<file path="src/rtl/mod_cnt_pkg.sv">
// Shared direction encodings and the modulo step function for the mod-N up/down counter.
// Step is computed on a 32-bit path, wider than any legal counter, so +1 never overflows.
package mod_cnt_pkg;

  localparam logic DIR_DOWN = 1'b0;
  localparam logic DIR_UP   = 1'b1;

  typedef struct packed {
    logic        wrap;
    logic [31:0] value;
  } step_t;

  function automatic step_t next_count(input logic [31:0] count,
                                       input logic        up,
                                       input logic [31:0] modulus);
    step_t s;
    s.wrap  = 1'b0;
    s.value = count;
    if (up == DIR_UP) begin
      if (count == modulus - 32'd1) begin
        s.value = '0;
        s.wrap  = 1'b1;
      end else begin
        s.value = count + 32'd1;
      end
    end else if (up == DIR_DOWN) begin
      if (count == '0) begin
        s.value = modulus - 32'd1;
        s.wrap  = 1'b1;
      end else begin
        s.value = count - 32'd1;
      end
    end
    return s;
  endfunction

endpackage

</file>
<file path="src/rtl/sync_t_ff.sv">
// Positive-edge toggle flop with asynchronous active-high clear; one per counter bit.
// Latency 1 clock from t to q; no flow control.
module sync_t_ff (
  input  logic clk,
  input  logic reset,
  input  logic t,
  output logic q
);

  logic q_q;
  logic q_d;

  always_comb begin
    q_d = q_q ^ t;
  end

  always_ff @(posedge clk or posedge reset) begin
    if (reset) q_q <= 1'b0;
    else       q_q <= q_d;
  end

  assign q = q_q;

endmodule

</file>
<file path="src/rtl/mod_n_updown_counter.sv">
// Synchronous modulo-N up/down counter with load, enable, tc/wrap/load_err; 1-clock latency, no backpressure.
// Define MOD_N_CNT_SATURATE_EN to hold at the range ends instead of wrapping (wrap then stays 0).
module mod_n_updown_counter
  import mod_cnt_pkg::*;
#(
  parameter int WIDTH   = 3,
  parameter int MODULUS = 6
) (
  input  logic             clk,
  input  logic             reset,
  input  logic             en,
  input  logic             up,
  input  logic             load,
  input  logic [WIDTH-1:0] load_val,
  output logic [WIDTH-1:0] count,
  output logic             tc,
  output logic             wrap,
  output logic             load_err
);

  localparam logic [31:0] MOD_V = 32'(MODULUS);

  if (MODULUS < 2 || MODULUS > (2 ** WIDTH)) begin : g_bad_modulus
    $error("mod_n_updown_counter: MODULUS must satisfy 2 <= MODULUS <= 2**WIDTH");
  end

  logic [WIDTH-1:0] count_q;
  logic [WIDTH-1:0] count_d;
  logic [WIDTH-1:0] count_t;
  logic             wrap_q, wrap_d;
  logic             load_err_q, load_err_d;
  step_t            step;

  always_comb begin
    step       = next_count(32'(count_q), up, MOD_V);
    count_d    = count_q;
    wrap_d     = 1'b0;
    load_err_d = 1'b0;
    if (load) begin
      if (32'(load_val) < MOD_V) begin
        count_d = load_val;
      end else begin
        count_d    = '0;
        load_err_d = 1'b1;
      end
    end else if (en) begin
`ifdef MOD_N_CNT_SATURATE_EN
      if (!step.wrap) count_d = WIDTH'(step.value);
`else
      count_d = WIDTH'(step.value);
      wrap_d  = step.wrap;
`endif
    end
  end

  // Each bit toggles exactly when the target differs, so all bits move on one edge.
  assign count_t = count_d ^ count_q;

  for (genvar i = 0; i < WIDTH; i++) begin : g_bit
    sync_t_ff u_tff (
      .clk   (clk),
      .reset (reset),
      .t     (count_t[i]),
      .q     (count_q[i])
    );
  end

  always_ff @(posedge clk or posedge reset) begin
    if (reset) begin
      wrap_q     <= 1'b0;
      load_err_q <= 1'b0;
    end else begin
      wrap_q     <= wrap_d;
      load_err_q <= load_err_d;
    end
  end

  assign count    = count_q;
  assign tc       = (up == DIR_UP) ? (32'(count_q) == MOD_V - 32'd1) : (count_q == '0);
  assign wrap     = wrap_q;
  assign load_err = load_err_q;

endmodule
</file>
<file path="config.mk">
export PLATFORM = sky130hd
export DESIGN_NAME = mod_n_updown_counter
export DESIGN_NICKNAME = d
export VERILOG_FILES = /design/src/rtl/mod_cnt_pkg.sv /design/src/rtl/sync_t_ff.sv /design/src/rtl/mod_n_updown_counter.sv
export SDC_FILE = /design/constraint.sdc
export NUM_CORES = 1
export LEC_CHECK = 0
export CAP_MARGIN = 20
export CORE_AREA = 2 2 39 41
export DETAILED_ROUTE_END_ITERATION = 7
export DIE_AREA = 0 0 41 43
export GPL_TIMING_DRIVEN = 1
export HOLD_SLACK_MARGIN = 0.03
export SYNTH_ARGS = -nofsm -noshare
export SYNTH_HDL_FRONTEND = slang
export SYNTH_SLANG_ARGS = --single-unit
</file>
<file path="constraint.sdc">
create_clock -name clk -period 1.8 [get_ports clk]
set_input_delay 0.45 -clock clk [delete_from_list [all_inputs] [get_ports clk]]
set_output_delay 0.45 -clock clk [all_outputs]
set_load 0.02 [all_outputs]
</file>
==> results.txt <==
----------------------------------------------------
[Global route]
  Maximum number of pins on one net before global-route repair ... 12
  Number of global-route vias before repair ... 316
  Antenna violations before repair ... 0
  GRT Resource Usage Total ... 11.28%
  Overflow left after global routing ... 0
  First-pass GRT wire length ... 1276 um

[Worst hold path]
  Type of the worst min-delay path ... input port to asynchronous set/reset pin

[Synthesis]
  #FFs+latches synth ... 5
  Mean instance size in the synthesized netlist ... 9.125 um^2
  Share of synthesized area occupied by flip-flops and latches ... 33.44%
  Main area contributors after synthesis ... sky130_fd_sc_hd__dfrtp_1, sky130_fd_sc_hd__buf_4, sky130_fd_sc_hd__nand2b_1
  Number of nets in the synthesized netlist ... 49
  Count of cell types in the netlist ... 25
  Largest area contributor in the netlist ... sky130_fd_sc_hd__dfrtp_1
  Post-Synthesis Cell Area ... 374.1 um^2
  Count of mapped cells out of synthesis ... 41
  Yosys warns ... 0
  Proportion of netlist area held by the largest area contributor ... 33.44%

[Floorplanning]
  Starting utilization of the core area ... 27.03%
  Horizontal die dimension ... 41 um
  Count of standard-cell rows ... 14
  Height of the chip ... 43 um
  Core Footprint ... 1384 um^2
  Die ar. ... 1763 um^2
  Count of pins on the block boundary ... 14

[CTS]
  Bufs on Longest Clock Path ... 2
  Max H-tree Level ... 1
  Clock tree from TritonCTS ... done
  Post-CTS repair timing setup buffer count ... 0
  # clock sinks ... 5
  Cell at the root of the clock tree ... sky130_fd_sc_hd__clkbuf_4
  Clock buffer count from CTS ... 3
  Hold buffers post-CTS ... 0
  Clock transition at the registers of the reported paths ... 0.04 ns
  Insertion delay to the later sink of the worst-skew pair ... 0.23 ns

[Outcome]
  Run status ... complete, no violations

[Routing]
  Total vias in the final route ... 351
  Drt first-iter violations ... 8
  TritonRoute pass-1 iters ... 4
  Routed WL ... 857 um
  Via density ... 4.743
  Average wire length per cell after detail routing ... 11.58 um
  DRC Markers ... 0
  Antenna viol nets, final ... 0

[Timing]
  Worst setup skew after layout ... 0.001962 ns
  Final setup vio count ... 0
  Slew HR ... 85.32%
  Final worst-path cycle share ... 95.74%
  Endpoints failing hold ... 0
  Highest clock frequency the design can meet ... 0.5803 GHz
  Final critical path time including I/O delays and setup ... 1.723 ns
  Setup repair after global routing missed its margin ... no
  Final slew viol count ... 0
  Worst Max-Slew Pin Slew ... 0.2195 ns
  Setup TNS after final layout ... 0 ns

[Placement]
  Cell Area, Placed ... 523.0 um^2
  Hpwl dp ... 669.4 um
  RePlAce Congestion ... 0.7629
  Port Buffers ... 13

[Power and ir drop]
  Power per cell area ... 725.7 nW/um^2
  Maximum vdd drop ... 207.2 uV
  Leakage Power ... 0.2456 nW

[Cells and area]
  Number of diodes ... 0
  Share of post-route cells with drive strength above 1 ... 25.86%
  Final net count ... 67
  Finished layout cell area ... 545.5 um^2
  Synthesis-to-layout area growth ... 45.82%

[Worst setup path]
  Critical setup path kind ... register to output pin
  Biggest fanout along the worst timing path ... 2
  Number of cells on the worst reg-to-reg path ... 4
  Kind of end point of the critical path ... output pin
  Crit path arrival time ... 1.27 ns
  Kind of start point of the critical path ... register
  R2R setup slack ... 0.32 ns
  Worst reg2reg endpoint ... g_bit[2].u_tff.q$_DFF_PP0_
  Critical path data required time ... 1.35 ns
  Reg-to-reg startpoint ... g_bit[0].u_tff.q$_DFF_PP0_

[Job]
  Maxcap violations ... 0

----------------------------------------------------
-- stage by stage --
stage / total power [mW] / hold slack (ns) / std cells / utilization [%] / worst slack [ns]
5_1_grt: 0.4234 / 0.4257 / 74 / 39.42 / 0.0001517
3_3_place_gp: 0.2789 / 0.5956 / 70 / 37.79 / -0.7321
2_1_floorplan: 0.2265 / 0.2285 / 41 / - / 0.08709
4_1_cts: 0.4035 / 0.4130 / 74 / 39.51 / 0.02171
3_5_place_dp: 0.2807 / 0.6015 / 70 / 37.79 / -0.7134
6_report: 0.3959 / 0.4111 / 74 / 39.42 / 0.07664
-- repair_timing --
| action | 4_1_cts | 5_1_grt |
|---|---|---|
| endpoints found under the setup margin | 2 | 2 |
| pin swaps | 2 | 2 |
| resized for setup | 9 | 3 |
-- report_power, final --
group | switching, mW | total (mW) | internal, mW
sequential | 0.00455 | 0.128 | 0.123
clock | 0.0388 | 0.122 | 0.0833
combinational | 0.0728 | 0.146 | 0.0734
-- worst max-delay path by stage --
stage                     slack (ns)  endpoint  cells past startpoint                       start
final                           0.08        tc                      3  g_bit[0].u_tff.q$_DFF_PP0_
after CTS                       0.02        tc                      4                          up
after detailed placement       -0.71        tc                      4                          up
after floorplan                 0.09        tc                      3  g_bit[0].u_tff.q$_DFF_PP0_
after global placement         -0.73        tc                      4                          up
after global routing          0.0002        tc                      3  g_bit[0].u_tff.q$_DFF_PP0_
-- state kept, by name (all words and copies together) (netlist names) --
signal,count
g_bit.u_tff.q,3
load_err,1
wrap,1
-- cells by family (layout without fill, tap and decap cells) --
| group | count (synthesis) | count (layout) | share of synthesized area [%] |
|---|---|---|---|
| buffers and inverters | 9 | 26 | 14.38 |
| XOR/XNOR | 1 | 1 | 2.342 |
| AND/OR/NAND/NOR | 16 | 16 | 30.10 |
| AO/OA/AOI/OAI | 10 | 10 | 19.73 |
| flip-flops | 5 | 5 | 33.44 |
-- cells in the mapped netlist --
| cell | n |
|---|---|
| sky130_fd_sc_hd__nand3_1 | 2 |
| sky130_fd_sc_hd__nand2b_1 | 3 |
| sky130_fd_sc_hd__a21oi_1 | 2 |
| sky130_fd_sc_hd__buf_6 | 1 |
| sky130_fd_sc_hd__buf_4 | 3 |
| sky130_fd_sc_hd__nand4bb_1 | 1 |
| sky130_fd_sc_hd__dfrtp_1 | 5 |
| sky130_fd_sc_hd__nand3b_1 | 1 |
| sky130_fd_sc_hd__inv_1 | 4 |
| sky130_fd_sc_hd__o221a_2 | 1 |
| sky130_fd_sc_hd__xnor2_1 | 1 |
| sky130_fd_sc_hd__buf_2 | 1 |
| sky130_fd_sc_hd__a21boi_0 | 1 |
| sky130_fd_sc_hd__o31a_1 | 1 |
| sky130_fd_sc_hd__or3_1 | 1 |
| sky130_fd_sc_hd__o221ai_2 | 1 |
| sky130_fd_sc_hd__nand4b_1 | 1 |
| sky130_fd_sc_hd__nor2_1 | 2 |
| sky130_fd_sc_hd__nand2_1 | 1 |
| sky130_fd_sc_hd__and3_1 | 1 |
| sky130_fd_sc_hd__and4bb_2 | 1 |
| sky130_fd_sc_hd__or4b_4 | 1 |
| sky130_fd_sc_hd__o21ai_0 | 3 |
| sky130_fd_sc_hd__nor2b_1 | 1 |
| sky130_fd_sc_hd__a31oi_1 | 1 |
-- critical path: stages, from the launching register on --
cell,delay [ns]
sky130_fd_sc_hd__dfrtp_1,0.36
sky130_fd_sc_hd__or3_1,0.36
sky130_fd_sc_hd__a21oi_2,0.16
sky130_fd_sc_hd__buf_4,0.16
-- cell type report --
class                   instances  area [um^2]
multi-input cells              27        198.9
fillers                       153        838.3
well taps                      16        20.02
flip-flops and latches          5        125.1
inverters                       4        15.01
repair buffers                 18        160.2
clock buffers                   4        26.28
-- layer usage --
| layer | GRT usage, % | wire length, um | up-vias | share of wire, % |
|---|---|---|---|---|
| li1 | - | - | 177 | - |
| met1 | 12.34 | 355 | 165 | 41 |
| met2 | 17.50 | 460 | 7 | 54 |
| met3 | 3.141 | 27 | 2 | 3.2 |
| met4 | 8.000 | 13 | 0 | 1.5 |
| met5 | 0 | 0 | - | 0 |
-- placed cells by master (no fill, tap or decap), types with 2 or more instances in the layout --
master,count
sky130_fd_sc_hd__buf_4,6
sky130_fd_sc_hd__dlygate4sd2_1,2
sky130_fd_sc_hd__inv_1,4
sky130_fd_sc_hd__clkdlybuf4s50_1,8
sky130_fd_sc_hd__nor2_1,2
sky130_fd_sc_hd__o21ai_0,3
sky130_fd_sc_hd__clkbuf_4,3
sky130_fd_sc_hd__nand3_1,2
sky130_fd_sc_hd__nand2b_1,3
sky130_fd_sc_hd__dfrtp_1,5
Power figures use the tool's default switching activity.
